## config.mk

```make
export PLATFORM = sky130hd
export DESIGN_NAME = blowfish128_round_ctrl
export DESIGN_NICKNAME = d
export VERILOG_FILES = /design/src/rtl/blowfish128_round_ctrl.sv
export SDC_FILE = /design/constraint.sdc
export NUM_CORES = 1
export LEC_CHECK = 0
export BUFFER_PORTS_ARGS = -buffer_cell sky130_fd_sc_hd__buf_2
export CAP_MARGIN = 20
export CELL_PAD_IN_SITES_DETAIL_PLACEMENT = 0
export CELL_PAD_IN_SITES_GLOBAL_PLACEMENT = 1
export CORE_MARGIN = 3
export CORE_UTILIZATION = 30
export DETAILED_ROUTE_END_ITERATION = 10
export PLACE_DENSITY_LB_ADDON = 0.1
export SETUP_SLACK_MARGIN = 0.15
export SYNTH_ARGS = -nofsm -noshare
export SYNTH_HDL_FRONTEND = slang
export SYNTH_SLANG_ARGS = --single-unit
```

## constraint.sdc

```tcl
create_clock -name Clk -period 2.8 [get_ports Clk]
set_input_delay 0.14 -clock Clk [delete_from_list [all_inputs] [get_ports Clk]]
set_output_delay 0.14 -clock Clk [all_outputs]
set_load 0.005 [all_outputs]
```

## src/rtl/blowfish128_round_ctrl.sv

```systemverilog
// Blowfish-128 Feistel round sequencer: walks ROUNDS rounds over a 128-bit block,
// fetching subkeys from the P-array and driving a shared multi-cycle F-function.
module blowfish128_round_ctrl #(
  parameter int ROUNDS    = 16,
  parameter int PAW       = $clog2(ROUNDS + 2),
  parameter int F_TIMEOUT = 16
) (
  input  logic           Clk,
  input  logic           RstN,
  input  logic           InValid,
  output logic           InReady,
  input  logic           Decrypt,
  input  logic [127:0]   DataIn,
  input  logic           Abort,
  output logic [PAW-1:0] PAddr,
  input  logic [63:0]    PData,
  output logic           FEnable,
  output logic [63:0]    FX,
  input  logic [63:0]    FY,
  input  logic           FValid,
  output logic           OutValid,
  input  logic           OutReady,
  output logic [127:0]   DataOut,
  output logic           Busy,
  output logic           Err
);

  localparam int TW = $clog2(F_TIMEOUT + 1);
  localparam logic [PAW-1:0] LAST_ROUND = PAW'(ROUNDS - 1);
  localparam logic [TW-1:0]  T_MAX      = TW'(F_TIMEOUT - 1);

  typedef enum logic [2:0] {
    S_IDLE, S_RD_P, S_XOR_L, S_F_RUN, S_FIN_RD1, S_FIN_RD2, S_FIN_X, S_DONE
  } state_t;

  state_t          r_state, w_next;
  logic [63:0]     r_l, r_r;
  logic [PAW-1:0]  r_round;
  logic [TW-1:0]   r_tcnt;
  logic            r_dec;
  logic            r_err;

  logic            w_abort;
  logic            w_lastRound;
  logic            w_timeout;
  logic [63:0]     w_rn;
  logic [PAW-1:0]  w_idx;

  assign w_abort     = Abort && (r_state != S_IDLE);
  assign w_lastRound = (r_round == LAST_ROUND);
  assign w_timeout   = (r_tcnt == T_MAX);
  assign w_rn        = r_r ^ FY;
  // Decryption walks the P-array backwards from the top.
  assign w_idx       = r_dec ? (PAW'(ROUNDS + 1) - r_round) : r_round;

  always_ff @(posedge Clk or negedge RstN) begin
    if (!RstN) r_state <= S_IDLE;
    else       r_state <= w_next;
  end

  always_comb begin
    w_next   = r_state;
    InReady  = 1'b0;
    FEnable  = 1'b0;
    FX       = 64'h0;
    PAddr    = '0;
    OutValid = 1'b0;
    DataOut  = 128'h0;
    Busy     = (r_state != S_IDLE);
    Err      = r_err;
    case (r_state)
      S_IDLE: begin
        InReady = 1'b1;
        if (InValid) w_next = S_RD_P;
      end
      S_RD_P: begin
        PAddr  = w_idx;
        w_next = S_XOR_L;
      end
      S_XOR_L: w_next = S_F_RUN;
      S_F_RUN: begin
        FEnable = 1'b1;
        FX      = r_l;
        if (FValid)         w_next = w_lastRound ? S_FIN_RD1 : S_RD_P;
        else if (w_timeout) w_next = S_IDLE;
      end
      S_FIN_RD1: begin
        PAddr  = r_dec ? PAW'(1) : PAW'(ROUNDS);
        w_next = S_FIN_RD2;
      end
      S_FIN_RD2: begin
        PAddr  = r_dec ? PAW'(0) : PAW'(ROUNDS + 1);
        w_next = S_FIN_X;
      end
      S_FIN_X: w_next = S_DONE;
      S_DONE: begin
        OutValid = 1'b1;
        DataOut  = {r_l, r_r};
        if (OutReady) w_next = S_IDLE;
      end
      default: w_next = S_IDLE;
    endcase
    if (w_abort) w_next = S_IDLE;
  end

  // Datapath: abort freezes everything so a cancelled block leaves no side effects.
  always_ff @(posedge Clk or negedge RstN) begin
    if (!RstN) begin
      r_l     <= 64'h0;
      r_r     <= 64'h0;
      r_round <= '0;
      r_tcnt  <= '0;
      r_dec   <= 1'b0;
      r_err   <= 1'b0;
    end else begin
      r_err <= 1'b0;
      if (!w_abort) begin
        case (r_state)
          S_IDLE: begin
            if (InValid) begin
              r_l     <= DataIn[127:64];
              r_r     <= DataIn[63:0];
              r_dec   <= Decrypt;
              r_round <= '0;
            end
          end
          S_XOR_L: begin
            r_l    <= r_l ^ PData;
            r_tcnt <= '0;
          end
          S_F_RUN: begin
            if (FValid) begin
              if (w_lastRound) begin
                r_r <= w_rn;
              end else begin
                r_l     <= w_rn;
                r_r     <= r_l;
                r_round <= r_round + PAW'(1);
              end
            end else if (w_timeout) begin
              r_err <= 1'b1;
            end else begin
              r_tcnt <= r_tcnt + TW'(1);
            end
          end
          S_FIN_RD2: r_r <= r_r ^ PData;
          S_FIN_X:   r_l <= r_l ^ PData;
          default: ;
        endcase
      end
    end
  end

endmodule

```

Yosys cells after proc, flatten, opt, wreduce, memory -nomap -nowiden
Index checks and enable logic that the tools add are counted.
{"block": "totals", "ff_bits": 143, "latch_bits": 0, "ram_bits": 0, "romBits": 0, "in_bits": 263, "out_inout_bits": 202, "wordCells": 80, "n_memories": 0}
{"block": "classes", "add_sub_neg": 3, "multipliers": 0, "div_mod_pow": 0, "magnitude_cmp": 0, "eq_ne": 17, "shifts": 0, "n_mux": 35, "bitwise": 4, "n_reduce_logical": 14}
{"op": "$mux W64", "count": 7}
{"op": "$pmux W64 S3", "count": 2}
{"op": "$xor A64 B64 Y64", "count": 3}
{"op": "$mux W128", "count": 1}
{"op": "$mux W5", "count": 8}
{"op": "$pmux W3 S8", "count": 1}
{"op": "$pmux W5 S2", "count": 2}
{"op": "$mux W3", "count": 6}
{"op": "$pmux W5 S3", "count": 1}
{"op": "$eq A3 B3 Y1 const B", "count": 4}
{"op": "$add A5 B1 Y5 const B", "count": 2}
{"op": "$eq A5 B4 Y1 const B", "count": 2}
{"op": "$ne A2 B2 Y1 const B", "count": 5}
{"op": "$reduce_and A5 Y1", "count": 2}
{"op": "$reduce_bool A3 Y1", "count": 3}
{"op": "$reduce_and A4 Y1", "count": 2}
{"op": "$mux W1", "count": 7}
{"op": "$eq A3 B2 Y1 const B", "count": 2}
{"op": "$ne A3 B3 Y1 const B", "count": 2}
{"op": "$reduce_and A3 Y1", "count": 2}
{"op": "$sub A5 B5 Y5 const A", "count": 1}
{"op": "$ne A4 B4 Y1 const B", "count": 1}
{"op": "$reduce_bool A2 Y1", "count": 2}
{"op": "$eq A3 B1 Y1 const B", "count": 1}
{"op": "other kinds (4)", "count": 4}

Logic depth before layout (Yosys ltp)
{"block": "logic_depth", "word_depth": 5, "mapped_depth": 10, "mapped_depth_nobuf": 7}

Least setup slack after synthesis
No wires, ideal clock.
{"block": "synth_timing", "path_kind": "reg2reg", "startpoint": "register r_round[1]", "endpoint": "register r_r[34]", "setup_time_ns": 0.135, "t_arrival_ns": 1.969, "t_required_ns": 2.665, "slack_ns": 0.696, "stages_incl_launch_ff": 10, "n_path_buf": 3, "period_less_slack_ns": 2.104, "cell_sequence": "dfrtp_1 > ha_1 > and3_1 > ha_1 > buf_2 > clkbuf_1 > clkbuf_1 > a21oi_1 > a221oi_1 > o2bb2ai_1"}
{"block": "synth_via", "elab_chain_len": 4}
{"element": "start: declaration", "line_no": "38", "text": "logic [PAW-1:0] r_round;"}
{"element": "start signal: assignment", "line_no": "138", "text": "r_round <= r_round + PAW'(1);"}
{"element": "$eq A5 B4 Y1", "line_no": "50", "text": "assign w_lastRound = (r_round == LAST_ROUND);"}
{"element": "$mux W64", "line_no": "133", "text": "if (w_lastRound) begin"}
{"element": "$mux W64", "line_no": "132", "text": "if (FValid) begin"}
{"element": "$pmux W64 S3", "line_no": "118", "text": "case (r_state)"}
{"element": "end signal: assignment", "line_no": "122", "text": "r_r <= DataIn[63:0];"}
{"element": "end signal: assignment", "line_no": "134", "text": "r_r <= w_rn;"}
{"element": "end signal: assignment", "line_no": "137", "text": "r_r <= r_l;"}
{"element": "end: declaration", "line_no": "37", "text": "logic [63:0] r_l, r_r;"}
No other way between the ends. The select of a mux whose other input is x is not followed.
A chain may end at the register's enable or synchronous reset.

Worst setup path after layout
{"block": "layout_timing", "startpoint": "register r_state[1]", "endpoint": "output DataOut[9]"}
{"block": "layout_via", "elab_chain_len": 2}
{"element": "start: declaration", "line_no": "36", "text": "state_t r_state, w_next;"}
{"element": "start signal: assignment", "line_no": "58", "text": "else r_state <= w_next;"}
{"element": "$eq A3 B3 Y1", "line_no": "71", "text": "case (r_state)"}
{"element": "$mux W128", "line_no": "71"}
{"element": "end: declaration", "line_no": "23", "text": "output logic [127:0] DataOut,"}
No other way between the ends.

==> impl_metrics.tcl <==
set metrics [dict create \
    status "complete, no violations" \
    synth_area_sq_mm 0.0136 \
    syn-num-nets 1984 \
    wl_per_cell_microns 25.2 \
    overflow 0 \
    clock_sinks 143 \
    cts.clk_slew.worst_paths_ps 70 \
    criticalPathCategory "reg2out" \
    ant_nets 0 \
    cp_max_fo 33 \
    vias 15700 \
    crit_path_start "r_state[1]" \
    grt_antenna_before_repair 8 \
    ys.flop_type "dfrtp_1" \
    crit_buf_inv 2 \
    yosys_warnings 0 \
    clock-skew-final_ps 9.55 \
    drc 0 \
    p_leak_nw 7.72 \
    fin_ws_ps 320 \
    max_cap_viol_count 0 \
    slowest_delay_ps 690 \
    totalWireLength_microns 68000 \
    numPlacedInstances 2642 \
    path_depth 5 \
    rows 77 \
    grt_max_degree 134 \
    portBuffers 464 \
    max_freq_mhz 403 \
    cts_tree "done" \
    synth_edf_count 0 \
    grt_setup_unrepaired "false" \
    track_usage 0.271 \
    seq_area_frac_synth 0.262 \
    required_ps 2660 \
    crit_path_end "DataOut[9]" \
    min_path_type "in2reg" \
    syn_area_per_cell_sq_um 7.96 \
    period_minus_slack_ps 2480 \
    drt-initial-drc-count 1402 \
    hold_viol 0 \
    cts_buffers 17 \
    r2r_slack_ps 340 \
    grt_pass1_vias 15300 \
    die_y_microns 219 \
    critPathCaptureType "primary output" \
    syn_to_final_growth_pct 27.3 \
    slowest_stage "dfrtp_4" \
    fin_crit_sh 0.886 \
    viasPerCell 5.82 \
    start_util 0.306 \
    fin_nets 2355 \
    layoutNonFillerInstCount 2695 \
    place_ws_ps 401 \
    grt_pass1_wl_microns 99700 \
    ir_drop_mv 0.580 \
    tns_ps 0 \
    io-pin-count 465 \
    core_sq_mm 0.0446 \
    syn-instance-count 1715 \
    arrival_ps 2340 \
    cp-start-kind "register" \
    place_congestion 0.807 \
    powerDensity_mw_per_mm2 912 \
    worst_pin_slew_ps 689 \
    r2r_cells 7 \
    maxSlewViolCount 0 \
    setup_viol 0 \
    cts_root_buf "clkbuf_16" \
    drive_above_1_share 0.335 \
    synth.ff_latch_count 143 \
    dp_hpwl_microns 45900 \
    htreeDepth 4 \
    synth_cell_types 53 \
    path_cells "nand2_4, nor2_4, buf_4, and2_1, buf_2" \
    ys_async_sr_fraction 1.00 \
    cts_buffer_depth 2 \
    drt_first_pass_iters 6 \
    r2r-start "r_round[1]" \
    critPathTopFamily "flip-flops" \
    r2r_end "r_r[58]" \
    clk_latency_ps 450 \
    slew-limit-headroom 0.541 \
    dieWidth_microns 219 \
    dieArea_sq_mm 0.0481 \
]
synthesized netlist by cell type, drive strengths merged, types with 4 or more instances:
cell,instances,area share
nor2,198,0.054
dfrtp,143,0.26
a21oi,134,0.049
o22ai,127,0.086
a221oi,125,0.080
clkbuf,105,0.029
buf,83,0.038
inv,79,0.022
nand2,70,0.019
o21ai,70,0.026
nand2b,67,0.031
nor3,66,0.024
and2,64,0.029
nand4b,64,0.041
o2bb2ai,64,0.041
a211oi,63,0.057
and3,63,0.029
xnor2,63,0.040
nand3,8,0.0029
xor2,7,0.0045
ha,6,0.0055
mux2i,5,0.0037
mux2,4,0.0033
nand4,4,0.0018
cells in the final DEF, fill, tap and decap left out, drive strengths merged, types with 4 or more instances in the layout:
master | Yosys | routed
dlygate4sd3 | 0 | 15
bufinv | 0 | 4
a21oi | 134 | 134
nor2 | 198 | 198
dfrtp | 143 | 143
a221oi | 125 | 125
and3 | 63 | 63
nand3 | 8 | 8
mux2 | 4 | 4
clkbuf | 105 | 22
xnor2 | 63 | 63
nand4 | 4 | 4
diode | 0 | 4
nor3 | 66 | 66
buf | 83 | 524
nand2b | 67 | 67
a211oi | 63 | 63
o22ai | 127 | 127
o21ai | 70 | 70
and2 | 64 | 64
ha | 6 | 6
nand4b | 64 | 64
xor2 | 7 | 7
nand2 | 70 | 70
clkinv | 0 | 6
mux2i | 5 | 5
o2bb2ai | 64 | 64
inv | 79 | 77
area by class of cell:
cell class	instances	area, sq um
multi-input cells	1305	8970
inverters	79	299
clock inverters	11	163
clock buffers	21	460
diodes	4	10.0
well taps	592	741
fillers	4645	27200
flip-flops and latches	143	3590
repair buffers	540	3140
where the power goes:
part	internal, W	switching [W]	leakage, nW	total, W
sequential	0.00305	0.000975	1.76	0.00403
clock	0.00153	0.00104	0.299	0.00257
combinational	0.00367	0.00557	5.66	0.00924
total	0.00826	0.00758	7.72	0.0158
registers in the layout, indices dropped and copies added, names as in the netlist:
name     cells
Err          1
r_tcnt       5
r_round      5
r_r         64
r_state      3
r_dec        1
r_l         64
metal layers:
metal	routed length, microns	GRT usage	vias up
li1	-	-	7118
met3	4650	0.0407	69
met4	1110	0.0603	6
met1	30400	0.379	7715
met2	31700	0.440	786
met5	26	0	-
metrics by stage:
stage                     total power (W)  hold WS [ps]   util  instance area (sq um)
after floorplan                    0.0103          -156      -                  13600
after global placement             0.0131           144  0.371                  16500
after detailed placement           0.0132           140  0.371                  16500
after CTS                          0.0158         0.434  0.388                  17300
after global routing               0.0169          19.4  0.389                  17400
final                              0.0158          15.0  0.389                  17400
what timing repair did:
| action | CTS | global route |
|---|---|---|
| endpoints found under the hold margin | 57 | 0 |
| cloned | 0 | 0 |
| hold buffers | 15 | 0 |
| pin swaps | 0 | 0 |
| gates resized for setup | 1 | 0 |
| endpoints found under the setup margin | 18 | 50 |
| buffers inserted | 0 | 2 |
cells by family after synthesis:
logic type,after synthesis,share of synthesized area
AO/OA/AOI/OAI,603,0.352
adder cells (fa/ha/maj),6,0.00550
XOR/XNOR,70,0.0449
flip-flops,143,0.262
AND/OR/NAND/NOR,617,0.240
buffers and inverters,267,0.0887
multiplexers,9,0.00697
worst min path at each step:
stage	end	slack, ps	depth (start not counted)	startpoint
floorplan	Err	-160	0	RstN
detailed placement	r_r[41]	140	1	RstN
global route	r_l[57]	20	3	DataIn[121]
CTS	r_r[10]	0.4	3	DataIn[10]
finish	r_r[28]	10	3	DataIn[28]
global placement	r_r[41]	140	1	RstN
tightest hold or removal path, delay by kind of cell:
family / cells / cell delay, ps
AOI/OAI and AO/OA: 2 / 200
buffers and inverters: 1 / 90
Power figures use the tool's default switching activity.
